## src/rtl/freq_pkg.sv

```systemverilog
// Shared definitions for the frequency-counter BCD path: digit count,
// packed BCD width, largest binary value representable in six digits,
// and the converter FSM state type.
package freq_pkg;

  localparam int BCD_DIGITS = 6;
  localparam int BCD_W      = 24;

  localparam logic [19:0]      BCD_MAX_BIN = 20'd999999;
  localparam logic [BCD_W-1:0] BCD_SAT_VAL = 24'h999999;

  typedef enum logic {
    ST_IDLE  = 1'b0,
    ST_SHIFT = 1'b1
  } state_e;

endpackage

```

## src/rtl/bin_to_bcd6_if.sv

```systemverilog
// Bus between the requester and the binary-to-BCD converter.
//
// Handshake: start is a request that the converter takes only while
// busy=0; a start seen while busy=1 is dropped, never queued. done is a
// single-cycle pulse marking bcd_out/ovf valid, and those outputs then
// hold until the following done. dbg_state mirrors the FSM state.
interface bin_to_bcd6_if
  import freq_pkg::*;
#(
  parameter int BIN_W = 20
);

  logic             start;
  logic [BIN_W-1:0] bin_in;
  logic [BCD_W-1:0] bcd_out;
  logic             done;
  logic             busy;
  logic             ovf;
  state_e           dbg_state;

  // Requester side
  modport master (
    output start, bin_in,
    input  bcd_out, done, busy, ovf, dbg_state
  );

  // Converter side
  modport slave (
    input  start, bin_in,
    output bcd_out, done, busy, ovf, dbg_state
  );

endinterface

```

## src/rtl/bcd_digit_adj.sv

```systemverilog
// Double-dabble correction for one BCD digit: add 3 when the digit is 5
// or more so the following left shift carries correctly into the next
// decade.
module bcd_digit_adj (
  input  logic [3:0] d_in,
  output logic [3:0] d_out
);

  // +3 correction for digits 5..9 (larger codes never occur in the accumulator)
  always_comb begin
    d_out = d_in;
    if (d_in >= 4'd5) begin
      d_out = d_in + 4'd3;
    end
  end

endmodule

```

## src/rtl/bin_to_bcd6.sv

```systemverilog
// Iterative binary-to-BCD converter, one bit per clock (shift-add-3).
// A BIN_W-bit value captured on start becomes a 6-digit packed BCD
// result after BIN_W clocks, flagged by a one-cycle done pulse.
// Carries out of the hundred-thousands digit are dropped, so the result
// is bin_in mod 1,000,000.
// Optional feature macro: BIN2BCD_SAT_EN -- inputs above 999999 set ovf
// and saturate the result to 999999.
module bin_to_bcd6
  import freq_pkg::*;
#(
  parameter int BIN_W = 20
) (
  input  logic              clk,
  input  logic              rst,
  bin_to_bcd6_if.slave      bus
);

  localparam int                CNT_W    = (BIN_W > 1) ? $clog2(BIN_W) : 1;
  localparam logic [CNT_W-1:0]  CNT_LAST = CNT_W'(BIN_W - 1);

  state_e           state_q, state_d;
  logic [CNT_W-1:0] cnt_q, cnt_d;
  logic [BIN_W-1:0] shreg_q, shreg_d;
  logic [BCD_W-1:0] acc_q, acc_d;
  logic [BCD_W-1:0] bcd_out_q, bcd_out_d;
  logic             done_q, done_d;

  logic [BCD_W-1:0] acc_adj;
  logic [BCD_W-1:0] acc_shift;
  logic [BCD_W-1:0] result;

  // Per-digit +3 correction of the current accumulator
  for (genvar g = 0; g < BCD_DIGITS; g++) begin : g_adj
    bcd_digit_adj u_adj (
      .d_in  (acc_q[4*g +: 4]),
      .d_out (acc_adj[4*g +: 4])
    );
  end

  // Corrected accumulator shifted left, taking the next binary bit in;
  // the top bit of digit 5 falls off, which is the mod-1,000,000 wrap.
  assign acc_shift = {acc_adj[BCD_W-2:0], shreg_q[BIN_W-1]};

`ifdef BIN2BCD_SAT_EN
  logic ovf_pend_q, ovf_pend_d;
  logic ovf_q, ovf_d;
  logic in_over;

  // Range check on the incoming value, evaluated at capture time
  assign in_over = 32'(bus.bin_in) > 32'(BCD_MAX_BIN);
  assign result  = ovf_pend_q ? BCD_SAT_VAL : acc_shift;

  // Overflow flag registers: pending flag from capture, visible flag from done
  always_ff @(posedge clk) begin
    if (rst) begin
      ovf_pend_q <= 1'b0;
      ovf_q      <= 1'b0;
    end else begin
      ovf_pend_q <= ovf_pend_d;
      ovf_q      <= ovf_d;
    end
  end

  // Latch the range check on capture, publish it on done
  always_comb begin
    ovf_pend_d = ovf_pend_q;
    ovf_d      = ovf_q;
    if (state_q == ST_IDLE && bus.start) begin
      ovf_pend_d = in_over;
    end
    if (state_q == ST_SHIFT && cnt_q == CNT_LAST) begin
      ovf_d = ovf_pend_q;
    end
  end

  assign bus.ovf = ovf_q;
`else
  assign result  = acc_shift;
  assign bus.ovf = 1'b0;
`endif

  // State, counter, datapath and output registers
  always_ff @(posedge clk) begin
    if (rst) begin
      state_q   <= ST_IDLE;
      cnt_q     <= '0;
      shreg_q   <= '0;
      acc_q     <= '0;
      bcd_out_q <= '0;
      done_q    <= 1'b0;
    end else begin
      state_q   <= state_d;
      cnt_q     <= cnt_d;
      shreg_q   <= shreg_d;
      acc_q     <= acc_d;
      bcd_out_q <= bcd_out_d;
      done_q    <= done_d;
    end
  end

  // Next-state logic: capture in IDLE, one shift per clock in SHIFT
  always_comb begin
    state_d   = state_q;
    cnt_d     = cnt_q;
    shreg_d   = shreg_q;
    acc_d     = acc_q;
    bcd_out_d = bcd_out_q;
    done_d    = 1'b0;
    case (state_q)
      ST_IDLE: begin
        if (bus.start) begin
          shreg_d = bus.bin_in;
          acc_d   = '0;
          cnt_d   = '0;
          state_d = ST_SHIFT;
        end
      end
      ST_SHIFT: begin
        acc_d   = acc_shift;
        shreg_d = shreg_q << 1;
        cnt_d   = cnt_q + CNT_W'(1);
        if (cnt_q == CNT_LAST) begin
          bcd_out_d = result;
          done_d    = 1'b1;
          cnt_d     = '0;
          state_d   = ST_IDLE;
        end
      end
      default: begin
        state_d = ST_IDLE;
      end
    endcase
  end

  assign bus.bcd_out   = bcd_out_q;
  assign bus.done      = done_q;
  assign bus.busy      = (state_q == ST_SHIFT);
  assign bus.dbg_state = state_q;

endmodule

```

## src/flat_wrapper.sv

```systemverilog
// flat-port wrapper written by rule: the top's interface ports become plain ports
module bin_to_bcd6_flat import freq_pkg::*;
#(
  parameter int BIN_W = 20
)
  (clk, rst, bus_start, bus_bin_in, bus_bcd_out, bus_done, bus_busy, bus_ovf, bus_dbg_state);
  bin_to_bcd6_if #(.BIN_W(BIN_W)) bus_i ();
  input  logic clk;
  input  logic rst;
  input wire logic [$bits(bus_i.start)-1:0] bus_start;
  input wire logic [$bits(bus_i.bin_in)-1:0] bus_bin_in;
  output wire logic [$bits(bus_i.bcd_out)-1:0] bus_bcd_out;
  output wire logic [$bits(bus_i.done)-1:0] bus_done;
  output wire logic [$bits(bus_i.busy)-1:0] bus_busy;
  output wire logic [$bits(bus_i.ovf)-1:0] bus_ovf;
  output wire logic [$bits(bus_i.dbg_state)-1:0] bus_dbg_state;
  assign bus_i.start = bus_start;
  assign bus_i.bin_in = bus_bin_in;
  assign bus_bcd_out = bus_i.bcd_out;
  assign bus_done = bus_i.done;
  assign bus_busy = bus_i.busy;
  assign bus_ovf = bus_i.ovf;
  assign bus_dbg_state = bus_i.dbg_state;
  bin_to_bcd6 #(.BIN_W(BIN_W)) u_core (.clk(clk), .rst(rst), .bus(bus_i));
endmodule
```

## config.mk

```make
export PLATFORM = sky130hd
export DESIGN_NAME = bin_to_bcd6_flat
export DESIGN_NICKNAME = d
export VERILOG_FILES = /design/src/rtl/freq_pkg.sv /design/src/rtl/bin_to_bcd6_if.sv /design/src/rtl/bcd_digit_adj.sv /design/src/rtl/bin_to_bcd6.sv /design/src/flat_wrapper.sv
export SDC_FILE = /design/constraint.sdc
export NUM_CORES = 1
export LEC_CHECK = 0
export ABC_AREA = 0
export CAP_MARGIN = 10
export CORE_UTILIZATION = 37
export DETAILED_ROUTE_END_ITERATION = 10
export GPL_ROUTABILITY_DRIVEN = 0
export SLEW_MARGIN = 30
export SYNTH_ARGS = -nofsm -noshare
export SYNTH_HDL_FRONTEND = slang
export SYNTH_SLANG_ARGS = --single-unit
```

## constraint.sdc

```tcl
create_clock -name clk -period 3.14 [get_ports clk]
set_clock_uncertainty 0.15 [all_clocks]
set_input_delay 0.628 -clock clk [delete_from_list [all_inputs] [get_ports clk]]
set_output_delay 0.628 -clock clk [all_outputs]
set_load 0.05 [all_outputs]
```

==> impl_metrics.py <==
metrics = {
    "yosys": {
        "seq_area_frac_synth": 0.4396,
        "synth.area.top_cells": "dfxtp_1 (44%), mux2i_1 (7.9%), a21oi_1 (5.7%)",
        "ys_warn_count": 0,
        "synth-edff-count": 0,
        "synth_area_per_cell_sq_um": 9.232,
        "synth_common_cells": "dfxtp_1 (75), nor2_1 (51), a21oi_1 (39), mux2i_1 (27), o21ai_0 (20)",
        "ys_types": 36,
        "ys_async_sr_fraction": 0,
        "netlist.area_leader.share": 0.4396,
        "yosysMostFrequentCell": "dfxtp_1",
        "syn_inst": 370,
        "synth_fp_nets": 406,
        "synth.cell_area_sq_um": 3416,
        "ys.flop_type": "dfxtp_1",
        "ys_ff_latch": 75,
        "yosys.area.top_type": "dfxtp_1",
    },
    "route": {
        "finalWirelength_microns": 7240,
        "postRouteAntennaNets": 0,
        "drc": 6,
        "drt_iter0_drc": 112,
        "drt-pass1-iter-count": 7,
        "vias_per_cell": 5.049,
        "wl_per_cell_microns": 13.76,
        "vias": 2656,
    },
    "timing": {
        "finalCritPeriodShare": 0.7350,
        "rsz0062_at_grt": "no",
        "fmax_mhz": 433.3,
        "final_hold_viol_count": 0,
        "period_minus_slack_ns": 2.308,
        "finalSetupTns_ns": 0,
        "slew_violations": 0,
        "tightest_slew_ns": 0.6223,
        "setup_viol": 0,
        "maxSlewHeadroom": 0.5836,
    },
    "critical_path": {
        "r2r-start": "u_core.bus.busy",
        "required_ns": 2.36,
        "crit_arrival_ns": 1.53,
        "reg2reg_to": "u_core.bus.bcd_out[13]",
        "critPathLaunchType": "flop",
        "critical_path_class": "flop to output port",
        "path_depth": 1,
        "cpMaxStageDelayCell": "clkdlybuf4s50_1",
        "reg2regPathDepth": 5,
        "cp_num_buf_inv": 1,
        "critPathMaxFanout": 2,
        "end_kind": "output port",
        "crit_family": "buffers and inverters",
        "reg2reg_slack_ns": 1.13,
        "max_stage_delay_ns": 0.82,
        "path_cells": "clkdlybuf4s50_1",
    },
    "clock_network": {
        "cts-buffers-inserted": 9,
        "cts-root-buf": "clkbuf_8",
        "cts_hold_buf": 0,
        "cts_max_path_buffers": 2,
        "post_cts_buffers": 0,
        "clk_pin_slew_ns": 0.08,
        "cts_tree": "yes",
        "cts_resized": 0,
        "htree_num_levels": 3,
        "clk_latency_ns": 0.34,
        "clock-sinks": 75,
    },
    "floorplanning": {
        "ios": 51,
        "rows": 34,
        "die_w_microns": 98.08,
        "core_sq_um": 8848,
        "initial_core_util": 0.3860,
        "die_y_microns": 98.08,
        "die_area_sq_um": 9620,
    },
    "layout": {
        "area_growth_syn_to_layout_pct": 20.84,
        "diodes": 0,
        "nFillCells": 900,
        "drive_above_1_share": 0.1005,
        "fin_nets": 449,
    },
    "global_route": {
        "grt_pass1_vias": 2601,
        "antenna_found_initial": 0,
        "grt.total_usage": 0.1597,
        "gr-total-overflow": 0,
        "grt_max_degree": 63,
        "grt_pass1_wl_microns": 12290,
    },
    "place": {
        "dp.final_hpwl_microns": 4816,
        "port_buffers": 49,
    },
    "worst_hold_path": {
        "whs_path_depth": 1,
        "min_to": "u_core.bus.bcd_out[4]",
        "hp-start": "u_core.bus.bcd_out[4]",
        "hold_class": "flop to flop",
    },
    "power": {
        "power.total_mw": 1.861,
        "ir_worst_vdd_v": 0.0001829,
        "powerDensity_nw_per_um2": 450.7,
        "static-leakage-power_nw": 1.572,
    },
    "flow_run": {
        "maxCapViolCount": 0,
    },
    "run_status": {
        "status": "finished, violations left",
        "violations": "design-rule violations",
    },
}
-- state kept, by name (all words and copies together) (netlist names) --
signal / cells
u_core.acc_q: 24
u_core.bus.bcd_out: 24
u_core.cnt_q: 5
u_core.bus.busy: 1
u_core.bus.done: 1
u_core.shreg_q: 20
-- kinds of logic after synthesis --
kind of cell,synth area share
flops,0.4396
other cells,0.001098
buf+inv,0.06117
fa+ha+maj,0.04762
mux,0.07912
simple gates,0.1597
xor+xnor,0.01795
compound gates,0.1938
-- power by group --
| group | switching [mW] | internal [mW] | total (mW) |
|---|---|---|---|
| clock | 0.361 | 0.367 | 0.728 |
| combinational | 0.0852 | 0.0659 | 0.151 |
| sequential | 0.0113 | 0.970 | 0.981 |
| total | 0.458 | 1.40 | 1.86 |
-- cell usage in the layout (no fill, tap or decap), types with 3 or more instances in the layout --
master | netlist | layout
o21ai_0 | 20 | 20
ha_1 | 13 | 13
buf_4 | 4 | 6
o2bb2ai_1 | 5 | 5
clkbuf_8 | 0 | 9
nor3_1 | 3 | 3
a22o_1 | 17 | 17
nor2_1 | 51 | 51
nand3_1 | 7 | 7
a311oi_2 | 3 | 3
inv_1 | 15 | 15
a21oi_1 | 39 | 39
clkinvlp_4 | 0 | 3
nand2_1 | 19 | 19
nand2b_1 | 7 | 7
a22o_2 | 8 | 8
xnor2_1 | 7 | 7
nor3b_1 | 11 | 11
dfxtp_1 | 75 | 74
mux2i_1 | 27 | 27
nor2_2 | 3 | 3
clkdlybuf4s50_1 | 0 | 48
a311oi_1 | 3 | 3
-- stage by stage --
step	area [sq um]	hold WS (ns)	util	setup WS [ns]	instances
5_1_grt	4128	0.3427	0.4665	0.7772	526
3_5_place_dp	3934	0.3003	0.4446	0.7356	510
3_3_place_gp	3934	0.3013	0.4446	0.7979	510
6_report	4128	0.3183	0.4665	0.8321	526
2_1_floorplan	3416	0.2994	-	1.302	370
4_1_cts	4128	0.3166	0.4665	0.8175	526
-- cell type report --
cell class	instances	area [sq um]	area share
clock buffer	10	127.6	0.03092
clock inverter	6	66.31	0.01607
inverter	16	60.06	0.01455
multi-input combinational	256	1705	0.4132
sequential	75	1503	0.3640
tap	108	135.1	0.03274
timing repair buffer	55	530.5	0.1285
-- layer usage --
metal	GRT usage	up-vias	wire (microns)
met5	0	-	0
met4	0.06643	0	129
met3	0.04152	11	266
met2	0.2606	39	3331
met1	0.1997	1233	3513
li1	-	1373	-
-- worst max path at each step --
stage,from,to,slack (ns)
after CTS,u_core.bus.bcd_out[3],bus_bcd_out[3],0.82
after detailed placement,bus_start,u_core.shreg_q[15],0.74
after global routing,u_core.bus.bcd_out[3],bus_bcd_out[3],0.78
final,u_core.bus.bcd_out[3],bus_bcd_out[3],0.83
after global placement,bus_start,u_core.shreg_q[7],0.80
after floorplan,u_core.bus.busy,u_core.bus.bcd_out[17],1.30
(Power assumes the default switching activity.)
